--- config.mk ---
export PLATFORM = sky130hd
export DESIGN_NAME = lsu
export DESIGN_NICKNAME = d
export VERILOG_FILES = /design/src/rtl/lsu.sv
export SDC_FILE = /design/constraint.sdc
export NUM_CORES = 1
export LEC_CHECK = 0
export BUFFER_PORTS_ARGS = -buffer_cell sky130_fd_sc_hd__buf_2
export CORE_ASPECT_RATIO = 1.75
export CORE_UTILIZATION = 42
export CTS_BUF_LIST = sky130_fd_sc_hd__clkbuf_16
export CTS_CLUSTER_SIZE = 30
export DETAILED_ROUTE_END_ITERATION = 8
export PLACE_DENSITY = 0.84
export SLEW_MARGIN = 0
export SYNTH_ARGS = -nofsm -noshare
export SYNTH_HDL_FRONTEND = slang
export SYNTH_SLANG_ARGS = --single-unit
--- constraint.sdc ---
create_clock -name clk -period 2.1 [get_ports clk]
set_input_delay 0.63 -clock clk [delete_from_list [all_inputs] [get_ports clk]]
set_output_delay 0.63 -clock clk [all_outputs]
set_load 0.05 [all_outputs]
--- src/rtl/lsu.sv ---
// -----------------------------------------------------------------------------
// lsu -- load/store unit between the EX/MEM pipeline register and the data bus.
//
// Issues one bus request per aligned load or store held in EX/MEM, stalls the
// pipeline until the access completes, and presents sign- or zero-extended load
// data for exactly one cycle (DONE). Misaligned accesses are not issued; they
// raise a combinational exception flag instead.
//
// Ports
//   clk, rst                 clock; synchronous active-low reset
//   ex2mem_mem_rd/_wr        load / store present (both set = store)
//   ex2mem_alu_out           effective byte address
//   ex2mem_mem_wdata         store data, LSB-aligned
//   ex2mem_mem_size          00 byte, 01 half, 1x word
//   ex2mem_mem_unsigned      zero-extend loads
//   dbus_req/_wr/_addr       bus request, direction, word-aligned address
//   dbus_wdata/_byteen       lane-replicated write data and byte enables
//   dbus_ready               request accepted this cycle
//   dbus_rvalid/_rdata       read data return
//   lsu_rdata                formatted load data (valid only in DONE)
//   lsu_stall                hold IF..EX/MEM
//   lsu_load_misalign        misaligned load exception
//   lsu_store_misalign       misaligned store exception
// -----------------------------------------------------------------------------
module lsu #(
    parameter int AW = 32,
    parameter int DW = 32
) (
    input  logic          clk,
    input  logic          rst,
    input  logic          ex2mem_mem_rd,
    input  logic          ex2mem_mem_wr,
    input  logic [AW-1:0] ex2mem_alu_out,
    input  logic [DW-1:0] ex2mem_mem_wdata,
    input  logic [1:0]    ex2mem_mem_size,
    input  logic          ex2mem_mem_unsigned,
    output logic          dbus_req,
    output logic          dbus_wr,
    output logic [AW-1:0] dbus_addr,
    output logic [DW-1:0] dbus_wdata,
    output logic [3:0]    dbus_byteen,
    input  logic          dbus_ready,
    input  logic          dbus_rvalid,
    input  logic [DW-1:0] dbus_rdata,
    output logic [DW-1:0] lsu_rdata,
    output logic          lsu_stall,
    output logic          lsu_load_misalign,
    output logic          lsu_store_misalign
);

    typedef enum logic [1:0] {
        IDLE = 2'd0,
        WAIT = 2'd1,
        DONE = 2'd2
    } state_t;

    state_t state, state_nxt;

    // Attributes of the accepted access, needed to format the returned word.
    logic [1:0]    cap_off;
    logic [1:0]    cap_size;
    logic          cap_unsigned;
    logic [DW-1:0] cap_word;

    logic is_mem;
    logic misalign;
    logic access;
    logic accept;

    assign is_mem   = ex2mem_mem_rd | ex2mem_mem_wr;
    assign misalign = ((ex2mem_mem_size == 2'b01) & ex2mem_alu_out[0]) |
                      (ex2mem_mem_size[1] & (ex2mem_alu_out[1:0] != 2'b00));
    assign access   = is_mem & ~misalign;
    assign accept   = (state == IDLE) & access & dbus_ready;

    // Shift the addressed lane down to bit 0, then truncate and extend.
    function automatic logic [DW-1:0] fmt_load(input logic [DW-1:0] word,
                                               input logic [1:0]    off,
                                               input logic [1:0]    size,
                                               input logic          uns);
        logic [DW-1:0] shifted;
        logic [DW-1:0] result;
        shifted = word >> {off, 3'b000};
        case (size)
            2'b00:   result = {{(DW-8){~uns & shifted[7]}}, shifted[7:0]};
            2'b01:   result = {{(DW-16){~uns & shifted[15]}}, shifted[15:0]};
            default: result = shifted;
        endcase
        return result;
    endfunction

    // Bus request payload: stable for as long as EX/MEM holds the instruction.
    assign dbus_wr   = ex2mem_mem_wr;
    assign dbus_addr = {ex2mem_alu_out[AW-1:2], 2'b00};

    always_comb begin
        dbus_wdata  = ex2mem_mem_wdata;
        dbus_byteen = 4'b1111;
        case (ex2mem_mem_size)
            2'b00: begin
                dbus_wdata  = {4{ex2mem_mem_wdata[7:0]}};
                dbus_byteen = 4'b0001 << ex2mem_alu_out[1:0];
            end
            2'b01: begin
                dbus_wdata  = {2{ex2mem_mem_wdata[15:0]}};
                dbus_byteen = 4'b0011 << {ex2mem_alu_out[1], 1'b0};
            end
            default: begin
                dbus_wdata  = ex2mem_mem_wdata;
                dbus_byteen = 4'b1111;
            end
        endcase
    end

    always_ff @(posedge clk) begin
        if (!rst) begin
            state        <= IDLE;
            cap_off      <= 2'b00;
            cap_size     <= 2'b00;
            cap_unsigned <= 1'b0;
            cap_word     <= '0;
        end else begin
            state <= state_nxt;
            if (accept) begin
                cap_off      <= ex2mem_alu_out[1:0];
                cap_size     <= ex2mem_mem_size;
                cap_unsigned <= ex2mem_mem_unsigned;
            end
            if ((state == WAIT) && dbus_rvalid) begin
                cap_word <= dbus_rdata;
            end
        end
    end

    always_comb begin
        state_nxt          = state;
        dbus_req           = 1'b0;
        lsu_stall          = 1'b0;
        lsu_rdata          = '0;
        lsu_load_misalign  = 1'b0;
        lsu_store_misalign = 1'b0;
        case (state)
            IDLE: begin
                dbus_req           = access;
                lsu_stall          = access;
                // Both rd and wr set is a store, so it reports as a store.
                lsu_store_misalign = ex2mem_mem_wr & misalign;
                lsu_load_misalign  = ex2mem_mem_rd & ~ex2mem_mem_wr & misalign;
                if (access && dbus_ready) begin
                    state_nxt = ex2mem_mem_wr ? DONE : WAIT;
                end
            end
            WAIT: begin
                lsu_stall = 1'b1;
                if (dbus_rvalid) begin
                    state_nxt = DONE;
                end
            end
            DONE: begin
                // One cycle with stall low lets the pipeline advance past the
                // held instruction, so it is never reissued.
                lsu_rdata = fmt_load(cap_word, cap_off, cap_size, cap_unsigned);
                state_nxt = IDLE;
            end
            default: begin
                state_nxt = IDLE;
            end
        endcase
        // Outputs are quiet while reset is asserted, whatever the inputs.
        if (!rst) begin
            dbus_req           = 1'b0;
            lsu_stall          = 1'b0;
            lsu_rdata          = '0;
            lsu_load_misalign  = 1'b0;
            lsu_store_misalign = 1'b0;
        end
    end

endmodule

-- Word-level counts from Yosys, hierarchy flattened
Index checks and enable logic that the tools add are counted.
- bits of input ports: 105
- output and inout port bits: 105
- word-level logic and storage cells: 53
- flip-flop bits (word level): 39
- muxes and demuxes: 17
- equality and inequality tests: 6
- reductions and logical operators: 7
- shift-type cells: 3
- bitwise logic cells: 15
- operators by type and width (kind ; count):
    case mux 32 bit (2 select lines) ; 2
    2-to-1 mux 32 bit ; 2
    right shift 32 x 5 -> 32 bit ; 1
    bitwise AND 1 bit ; 10
    case mux 4 bit (2 select lines) ; 1
    2-to-1 mux 1 bit ; 7
    == test 2 x 1 -> 1 bit, second input constant ; 3
    logical NOT 2 bit ; 3
    2-to-1 mux 2 bit ; 3
    case mux 2 bit (2 select lines) ; 1
    left shift 1 x 2 -> 4 bit, first input constant ; 1
    left shift 2 x 2 -> 4 bit, first input constant ; 1
    inverter 1 bit ; 3
    == test 2 bit, second input constant ; 1
    logical AND 1 bit ; 2
    != test 2 x 1 -> 1 bit, second input constant ; 1
    != test 2 bit, second input constant ; 1
    OR 1 bit ; 2
    case mux 1 bit (2 select lines) ; 1
    AND reduction 2 bit ; 1
    nonzero test 2 bit ; 1

-- Logic depth before layout (Yosys ltp)
Gate-level depths: netlist (run 1).
- depth after elaboration: 8
- gate-level depth with buffers: 6
- depth with buffers taken out: 4

-- Worst setup path before layout (run 1)
Ideal clock, no wire load.
- path kind: in2out
- start: input port rst
- end: output port lsu_rdata[16]
- buffers on the path: 1
- stages on the path: 4
- required time: 1.470 ns
- path slack: -0.848 ns
- arrival: 2.318 ns
- path through: nand3b_1 > or3b_1 > buf_6 > o21ai_0
- cells in the longest elaborated chain, start to end: 1
- RTL lines (what ; RTL line ; RTL):
    start: declaration ; 30 ; input logic rst,
    2-to-1 mux 32 bit ; 170 ; if (!rst) begin
    end: declaration ; 45 ; output logic [DW-1:0] lsu_rdata,
Every way passes these cells.

-- Worst setup path in the final report (run 1)
- start: register cap_off[1]
- end: output port lsu_rdata[9]
- cells in the longest elaborated chain, start to end: 5
- RTL lines (what ; RTL line ; RTL):
    start: declaration ; 60 ; logic [1:0] cap_off;
    start signal: assignment ; 125 ; cap_off <= ex2mem_alu_out[1:0];
    right shift 32 x 5 -> 32 bit (*) ; 83 ; shifted = word >> {off, 3'b000};
    bitwise AND 1 bit ; 85 ; 2'b00: result = {{(DW-8){~uns & shifted[7]}}, shifted[7:0]};
    case mux 32 bit (2 select lines) (*) ; 84 ; case (size)
    2-to-1 mux 32 bit (*) ; 142 ; case (state)
    2-to-1 mux 32 bit (*) ; 170 ;
Mark *: on every way between the ends. The rest lies on a longest branch, timed or not.

==> results.py, run 1 <==
metrics = {
    "status": {
        "status": "finished, violations left",
        "violations": "negative setup slack",
    },
    "route": {
        "drt_wl_total_um": 12600,
        "dr.pass1.iters": 4,
        "post_drt_wl_per_cell_um": 20.0,
        "vias": 3538,
        "routed_via_density": 5.61,
        "first_iter_violations": 162,
        "drc": 0,
        "ant_nets": 0,
    },
    "job": {
        "maxCapViolations": 0,
    },
    "timing": {
        "fmax_mhz": 394,
        "hold_ws_ns": 0.461,
        "period_share_pct": 121,
        "setup_violations": 44,
        "setup_ws_ns": -0.438,
        "hold_viol": 0,
        "fin_crit_ns": 2.54,
        "skew_ns": 0.00316,
        "rsz0062_at_grt": "yes",
        "drv_slew": 0,
    },
    "global_route": {
        "grt_max_degree": 44,
        "grt_usage_pct": 30.0,
        "antenna_found_initial": 1,
        "grt.overflow.total": 0,
        "grt_pass1_wl_um": 16700,
        "grt_pass1_vias": 3415,
    },
    "logic_synthesis": {
        "synth-adder-area-share_pct": 0,
        "ys.flop_type": "dfxtp_1",
        "synth.distinct_cells": 38,
        "synth_area_leaders": "dfxtp_1 (26%), nand2_1 (11%), buf_4 (11%)",
        "synth_edf_count": 0,
        "synth_mux_area_share_pct": 17.2,
        "synthArstFlopShare_pct": 0,
        "synthCells": 378,
        "synthSimpleGateAreaFrac_pct": 19.3,
        "ys_seq_elements": 39,
        "synth_compound_gate_area_share_pct": 22.1,
        "synth_xor_area_share_pct": 0,
        "synth_top_family_by_area": "compound AO/OA/AOI/OAI gates",
        "synth.largest_area_cell": "dfxtp_1",
        "synth.yosys.warnings": 0,
        "netlist_area_um2": 2970,
        "avgSynthCellArea_um2": 7.87,
        "synth_top_cell_area_share_pct": 26.3,
        "synth-seq-area-share_pct": 26.3,
    },
    "placement": {
        "place_congestion": 0.926,
        "dp.cells": 597,
        "port_buffers": 147,
        "dp_slack_ns": -0.554,
        "post-dp-hpwl_um": 7870,
    },
    "worst_setup_path": {
        "r2r_slack_ns": 0.51,
        "critPathSlowestCell": "dfxtp_4",
        "reg2reg_from": "state[0]",
        "endpoint_kind": "output port",
        "cp.required_ns": 1.47,
        "crit_start": "cap_off[1]",
        "cp_cell_sequence": "buf_6 > buf_8 > buf_6 > mux2i_1 > nor2_1 > a211oi_2 > nor2_4 > buf_6",
        "cpPeakStageDelay_ns": 0.42,
        "cp_common_cell": "buf_6",
        "worstPathMaxFanout": 7,
        "critical_path_class": "reg -> out",
        "cp.arrival_ns": 1.91,
        "crit_path_start_kind": "flop",
    },
    "cells_and_area": {
        "mostFrequentLayoutCell": "buf_2",
        "fin_cells": 631,
        "nets": 650,
        "mostFrequentLayoutCells": "buf_2 (94), nand2_1 (85), buf_4 (55), buf_6 (44), dfxtp_1 (34)",
        "area_delta_synth_final_pct": 79.8,
        "fill_cells": 410,
        "drive_gt1_share_pct": 62.8,
    },
    "clock_tree": {
        "cts_sinks": 39,
        "cts_buffer_depth": 2,
        "clkTransAtPathRegs_ns": 0.05,
        "cts_tree": "done",
        "hold_buffers": 0,
        "ctsHtreeMaxLevel": 2,
        "cts_buffers": 5,
        "cts_root_buf": "clkbuf_16",
        "clk_latency_ns": 0.28,
    },
    "floorplanning": {
        "fp.dieArea_um2": 7430,
        "die_x_um": 65.6,
        "core-area_um2": 6860,
        "rows": 40,
        "dieHeight_um": 113,
        "ios": 210,
        "start_util_pct": 43.4,
    },
    "hold_path": {
        "min_path_type": "reg -> reg",
        "holdCritStartpoint": "cap_word[5]",
    },
    "power_and_ir_drop": {
        "power_density_nw_per_um2": 446,
        "vdd_ir_drop_max_v": 0.000322,
        "leakage_nw": 2.23,
    },
}
## flip-flops by register name (all words and copies together), names as in the netlist
name          flops
cap_word         32
cap_off           2
cap_size          2
state             2
cap_unsigned      1
## synth_stat cells (2+ instances only)
| library cell | number |
|---|---|
| buf_4 | 42 |
| a21o_1 | 10 |
| a21oi_1 | 2 |
| inv_1 | 2 |
| o21ai_0 | 16 |
| dfxtp_1 | 39 |
| a211oi_1 | 22 |
| nor2_1 | 22 |
| buf_2 | 11 |
| mux2i_1 | 31 |
| buf_6 | 2 |
| nand2b_1 | 3 |
| o21bai_1 | 2 |
| a21boi_0 | 32 |
| nand2_1 | 85 |
| clkbuf_1 | 10 |
| mux2_2 | 16 |
| buf_1 | 2 |
| nor2b_1 | 10 |
## stage by stage
stage,TNS (ns),total power [mW],area [um^2],util [%]
final,-10.60,2.38,5350,78.0
after global routing,-12.14,2.46,5350,78.0
after CTS,-9.13,2.30,4960,72.3
after detailed placement,-14.66,1.46,4130,60.2
after global placement,-14.20,1.45,4130,60.2
after floorplan,-3.65,1.40,3320,-
## layer usage
layer | vias up | global-route usage [%] | part of all wire [%] | wire length, um
li1 | 1587 | - | - | -
met4 | 0 | 21.2 | 8.8 | 1110
met3 | 79 | 4.64 | 5.3 | 665
met5 | - | 0 | 0 | 0
met1 | 1644 | 28.9 | 34 | 4230
met2 | 228 | 55.5 | 52 | 6600
## power by group
group          internal [mW]  total [mW]  switching [mW]
clock                  0.433       0.728           0.295
sequential             0.756       0.779          0.0238
combinational          0.370       0.877           0.507
total                   1.56        2.38           0.826
## final timing paths
kind | endpoint | cells past startpoint
worst max-delay path | lsu_rdata[9] | 8
worst min-delay path | cap_word[5] | 2
worst max register to register | cap_word[31] | 6
worst min register to register | cap_word[5] | 2
## repair_timing
item,4_1_cts,5_1_grt
resized for setup,171,55
setup endpoints to repair,60,59
cloned,0,2
pin swaps,15,21
buffers inserted,8,17
## critical path: cells and delay by family, from the launching register on
family / cells / cell delay, ns
buf+inv: 4 / 0.53
flops: 1 / 0.42
compound gates: 1 / 0.30
mux: 1 / 0.23
simple gates: 2 / 0.15
## layout make-up
| class | count | area (um^2) | share of cell area (%) |
|---|---|---|---|
| tap | 84 | 105 | 1.97 |
| timing repair buffer | 226 | 1910 | 35.8 |
| clock inverter | 3 | 15.0 | 0.281 |
| antenna | 1 | 2.50 | 0.0468 |
| clock buffer | 5 | 125 | 2.34 |
| sequential | 39 | 792 | 14.8 |
| inverter | 2 | 7.51 | 0.140 |
| multi-input combinational | 271 | 2390 | 44.7 |
## kinds of logic (layout without fill, tap and decap cells)
kind of cell / Yosys count / count (layout)
compound gates: 92 / 92
buf+inv: 69 / 236
flops: 39 / 39
mux: 48 / 48
other cells: 1 / 3
simple gates: 129 / 129
Power figures use the tool's default switching activity.
==> inputs of run 2 (changes only) <==
==> constraint.sdc (replaced) <==
create_clock -name clk -period 2.65 [get_ports clk]
set_input_delay 0.795 -clock clk [delete_from_list [all_inputs] [get_ports clk]]
set_output_delay 0.795 -clock clk [all_outputs]
set_load 0.05 [all_outputs]
==> results.py, run 2 (synthesized netlist as in run 1, its figures left out) <==
metrics = {
    "status": {
        "status": "finished, violations left",
        "violations": "negative setup slack",
    },
    "global_route": {
        "grt_usage_pct": 26.2,
        "grt_max_degree": 44,
        "grt_pass1_vias": 2993,
        "grt.overflow.total": 0,
        "antenna_found_initial": 2,
        "grt_pass1_wl_um": 14600,
    },
    "timing": {
        "fin_crit_ns": 2.81,
        "hold_viol": 0,
        "maxSlewHeadroom_pct": 61.0,
        "drv_slew": 0,
        "setup_tns_ns": -1.96,
        "rsz0062_at_grt": "yes",
        "fmax_mhz": 356,
        "setup_violations": 18,
        "hold_ws_ns": 0.468,
        "skew_ns": 0.00241,
        "setup_ws_ns": -0.156,
        "period_share_pct": 106,
        "worst_pin_slew_ns": 0.585,
    },
    "power_and_ir_drop": {
        "p_total_mw": 1.68,
        "combPwrFrac_pct": 29.9,
        "pwr-share-clk_pct": 33.3,
        "p_seq_share_pct": 36.8,
        "vdd_ir_drop_max_v": 0.000247,
        "leakage_nw": 1.78,
        "power_density_nw_per_um2": 411,
        "p_int_mw": 1.11,
        "swShare_pct": 33.8,
        "power.switching_mw": 0.566,
    },
    "worst_setup_path": {
        "crit_path_start_kind": "input port",
        "cp.arrival_ns": 2.01,
        "endpoint_kind": "output port",
        "worstPathMaxFanout": 8,
        "critical_path_class": "in -> out",
        "cp.required_ns": 1.86,
    },
    "route": {
        "dr.pass1.iters": 4,
        "post_drt_wl_per_cell_um": 16.5,
        "vias": 3125,
        "drt_wl_total_um": 9570,
        "first_iter_violations": 247,
        "routed_via_density": 5.38,
        "ant_nets": 0,
        "drc": 0,
    },
    "cells_and_area": {
        "drive_gt1_share_pct": 49.8,
        "largest_reg_flops": 32,
        "top_register": "cap_word",
        "mostFrequentLayoutCells": "buf_2 (125), nand2_1 (85), dfxtp_1 (37), a21boi_0 (32), mux2i_1 (29)",
        "fill_cells": 575,
        "nets": 598,
        "mostFrequentLayoutCell": "buf_2",
        "area_delta_synth_final_pct": 37.3,
    },
    "floorplanning": {
        "rows": 40,
        "core-area_um2": 6860,
        "dieHeight_um": 113,
        "ios": 210,
        "start_util_pct": 43.4,
        "die_x_um": 65.6,
        "fp.dieArea_um2": 7430,
    },
    "placement": {
        "dp_slack_ns": -0.244,
        "place_congestion": 0.946,
        "port_buffers": 147,
        "post-dp-hpwl_um": 7720,
    },
    "clock_tree": {
        "clkTransAtPathRegs_ns": 0.05,
        "cts_root_buf": "clkbuf_16",
        "cts_buffers": 5,
        "cts_buffer_depth": 2,
        "cts_tree": "done",
        "clk_latency_ns": 0.28,
        "ctsHtreeMaxLevel": 2,
        "cts_sinks": 39,
    },
    "hold_path": {
        "min_path_type": "reg -> reg",
    },
    "job": {
        "maxCapViolations": 0,
    },
}
## run 2: changes by cell type in the layout (fill, tap and decap cells not counted), sizes merged
| cell | change |
|---|---|
| clkinv | -2 |
| clkbuf | -1 |
| or3b | +1 |
| buf | -52 |
| inv | +2 |
| diode | +2 |
## run 2: final timing paths
kind | startpoint | end | slack, ns | depth (start not counted)
setup / recovery | rst | lsu_rdata[31] | -0.16 | 6
hold / removal | cap_word[4] | cap_word[4] | 0.47 | 2
setup reg to reg | state[0] | cap_word[8] | 1.13 | 5
hold reg to reg | cap_word[4] | cap_word[4] | 0.47 | 2
## run 2: layer usage
metal / GRT usage, % / vias up / wire [um]
met5: 0 / - / 0
met4: 18.0 / 0 / 607
met3: 5.04 / 44 / 784
met2: 46.6 / 177 / 4940
met1: 26.5 / 1403 / 3240
li1: - / 1501 / -
## run 2: area by class of cell
class	instances	area [um^2]	area share, %
Clock buffer	5	125	3.06
Antenna cell	3	7.51	0.184
Timing Repair Buffer	173	1100	27.0
Clock inverter	3	12.5	0.306
Inverter	2	7.51	0.184
Multi-Input combinational cell	272	1940	47.5
Sequential cell	39	783	19.2
Tap cell	84	105	2.57
## run 2: stage by stage
| step | util [%] | cells | area (um^2) |
|---|---|---|---|
| 2_1_floorplan | - | 379 | 3100 |
| 3_3_place_gp | 54.1 | 566 | 3710 |
| 3_5_place_dp | 54.1 | 566 | 3710 |
| 4_1_cts | 58.4 | 577 | 4010 |
| 5_1_grt | 59.5 | 578 | 4080 |
| 6_report | 59.6 | 581 | 4080 |
## run 2: critical path, cell delays in order
cell and delay (ns):
buf_6 0.08, nand3b_1 0.14, or3b_4 0.49, nor2_8 0.18, a21o_2 0.17, buf_8 0.14
## run 2: timing repair
action                     CTS  global route
gates cloned                 1             0
resized for setup           42            19
pin swaps                    6             0
setup endpoints to repair   26            28
buffers inserted             3             1
hold buffers                 0             0
## run 2: power groups by stage
stage	clock network [mW]	registers, mW	logic [mW]
floorplan	0	0.620	0.473
global placement	0	0.626	0.482
detailed placement	0	0.626	0.488
CTS	0.568	0.615	0.497
global route	0.594	0.619	0.531
finish	0.558	0.618	0.501
==> inputs of run 3 (changes only) <==
--- a/config.mk
+++ b/config.mk
@@ -6,7 +6,7 @@
 export NUM_CORES = 1
 export LEC_CHECK = 0
 export BUFFER_PORTS_ARGS = -buffer_cell sky130_fd_sc_hd__buf_2
-export CORE_ASPECT_RATIO = 1.75
+export CORE_ASPECT_RATIO = 0.8
 export CORE_UTILIZATION = 42
 export CTS_BUF_LIST = sky130_fd_sc_hd__clkbuf_16
 export CTS_CLUSTER_SIZE = 30
==> results.py, run 3 (synthesized netlist as in run 1, its figures left out) <==
metrics = {
    "worst_setup_path": {
        "cp_common_cell": "buf_6",
        "crit_buf_inv": 3,
        "cp.required_ns": 1.86,
        "cp_cell_sequence": "buf_6 > nand3b_1 > or3b_4 > buf_6 > o21ai_4 > buf_6",
        "crit_path_start_kind": "input port",
        "cp_num_cells": 6,
        "worstPathMaxFanout": 3,
        "path_delay_family": "simple AND/OR/NAND/NOR gates",
        "endpoint_kind": "output port",
        "critPathSlowestCell": "or3b_4",
        "rr_worst_depth": 5,
        "cp.arrival_ns": 1.95,
        "critical_path_class": "in -> out",
        "cpPeakStageDelay_ns": 0.47,
    },
    "hold_path": {
        "whs_path_depth": 2,
        "min_path_type": "reg -> reg",
    },
    "placement": {
        "dp_slack_ns": -0.284,
        "port_buffers": 147,
        "dp.cells": 567,
        "post_dp_cell_area_um2": 3660,
        "place_congestion": 0.913,
        "post-dp-hpwl_um": 6590,
    },
    "global_route": {
        "antenna_found_initial": 0,
        "grt_max_degree": 44,
        "grt.overflow.total": 0,
        "grt_pass1_vias": 2729,
        "grt_pass1_wl_um": 13300,
        "grt_usage_pct": 22.8,
    },
    "floorplanning": {
        "rows": 27,
        "die_x_um": 96.1,
        "dieHeight_um": 77.3,
        "ios": 210,
        "core-area_um2": 6860,
        "fp.dieArea_um2": 7420,
        "start_util_pct": 43.4,
    },
    "clock_tree": {
        "clk_latency_ns": 0.28,
        "hold_buffers": 0,
        "cts_sinks": 39,
        "clkTransAtPathRegs_ns": 0.06,
        "cts_buffers": 5,
        "cts_tree": "done",
        "cts_buffer_depth": 2,
        "ctsHtreeMaxLevel": 2,
        "cts_root_buf": "clkbuf_16",
    },
    "power_and_ir_drop": {
        "vdd_ir_drop_max_v": 0.000242,
        "power_density_nw_per_um2": 417,
        "leakage_nw": 1.76,
    },
    "route": {
        "post_drt_wl_per_cell_um": 15.6,
        "dr.pass1.iters": 5,
        "drt_wl_total_um": 8980,
        "routed_via_density": 5.35,
        "drc": 0,
        "ant_nets": 0,
        "vias": 3084,
        "first_iter_violations": 190,
    },
    "timing": {
        "hold_viol": 0,
        "maxSlewHeadroom_pct": 60.3,
        "fmax_mhz": 364,
        "drv_slew": 0,
        "setup_ws_ns": -0.0984,
        "worst_pin_slew_ns": 0.595,
        "skew_ns": 0.00460,
        "setup_violations": 16,
        "fin_crit_ns": 2.75,
        "rsz0062_at_grt": "yes",
        "period_share_pct": 104,
    },
    "cells_and_area": {
        "mostFrequentLayoutCells": "buf_2 (126), nand2_1 (85), dfxtp_1 (37), a21boi_0 (32), mux2i_1 (31)",
        "drive_gt1_share_pct": 49.3,
        "largest_reg_flops": 32,
        "finalCoreUtilization_pct": 58.9,
        "n_antenna_cell": 0,
        "fin_cells": 576,
        "area_delta_synth_final_pct": 35.8,
        "fill_cells": 598,
        "mostFrequentLayoutCell": "buf_2",
        "final_area_um2": 4040,
        "nets": 594,
        "top_register": "cap_word",
    },
    "status": {
        "status": "finished, violations left",
        "violations": "negative setup slack",
    },
    "job": {
        "maxCapViolations": 0,
    },
}
==> run 3: cell types whose count changed in the layout (fill, tap and decap cells not counted), moves of 2 or more <==
cell	delta
nor2_1	-2
nor2_2	+2
mux2i_1	+2
diode_2	-3
buf_12	-2
buf_8	+4
buf_4	-8
o21ai_4	+2
inv_1	-2
==> run 3: layout make-up <==
type	count	area (um^2)	area share (%)
sequential	39	783	19.4
inverter	2	7.51	0.186
tap	87	109	2.69
clock inverter	2	12.5	0.310
multi-input combinational	271	1920	47.5
clock buffer	5	125	3.10
timing repair buffer	170	1080	26.9
==> run 3: routing by layer <==
metal	vias up	global-route usage, %	share of wire [%]
met3	36	4.37	6.1
met5	-	0	0
li1	1477	-	-
met1	1446	33.9	46
met4	0	7.01	2.5
met2	125	32.6	45
==> run 3: final timing paths <==
kind / from / endpoint / slack (ns)
setup / recovery: rst / lsu_rdata[23] / -0.1
hold / removal: cap_word[5] / cap_word[5] / 0.47
setup reg to reg: state[0] / cap_word[2] / 1.12
hold reg to reg: cap_word[5] / cap_word[5] / 0.47
==> run 3: where the power goes <==
group | switching [mW] | total [mW] | internal, mW | leakage [nW]
Clock | 0.232 | 0.575 | 0.343 | 0.0677
Sequential | 0.0163 | 0.616 | 0.599 | 0.316
Combinational | 0.326 | 0.493 | 0.166 | 1.38
Total | 0.575 | 1.68 | 1.11 | 1.76
==> run 3: per-stage QoR <==
stage	hold slack [ns]	setup TNS, ns	total power, mW
after floorplan	0.439	-2.83	1.09
after global placement	0.450	-4.19	1.10
after detailed placement	0.458	-4.57	1.10
after CTS	0.469	-1.42	1.68
after global routing	0.494	-2.26	1.75
final	0.466	-1.37	1.68
==> run 3: timing repair <==
item                       CTS  global route
buffers inserted             0             2
gates cloned                 0             0
hold endpoints to repair     0             0
pin swaps                   10             2
gates resized for setup     43            22
setup endpoints to repair   28            41
==> run 3: tightest hold or removal path, cell delays in order (launching register included) <==
cell,delay (ns)
dfxtp_1,0.30
nand2_1,0.05
a21boi_0,0.07
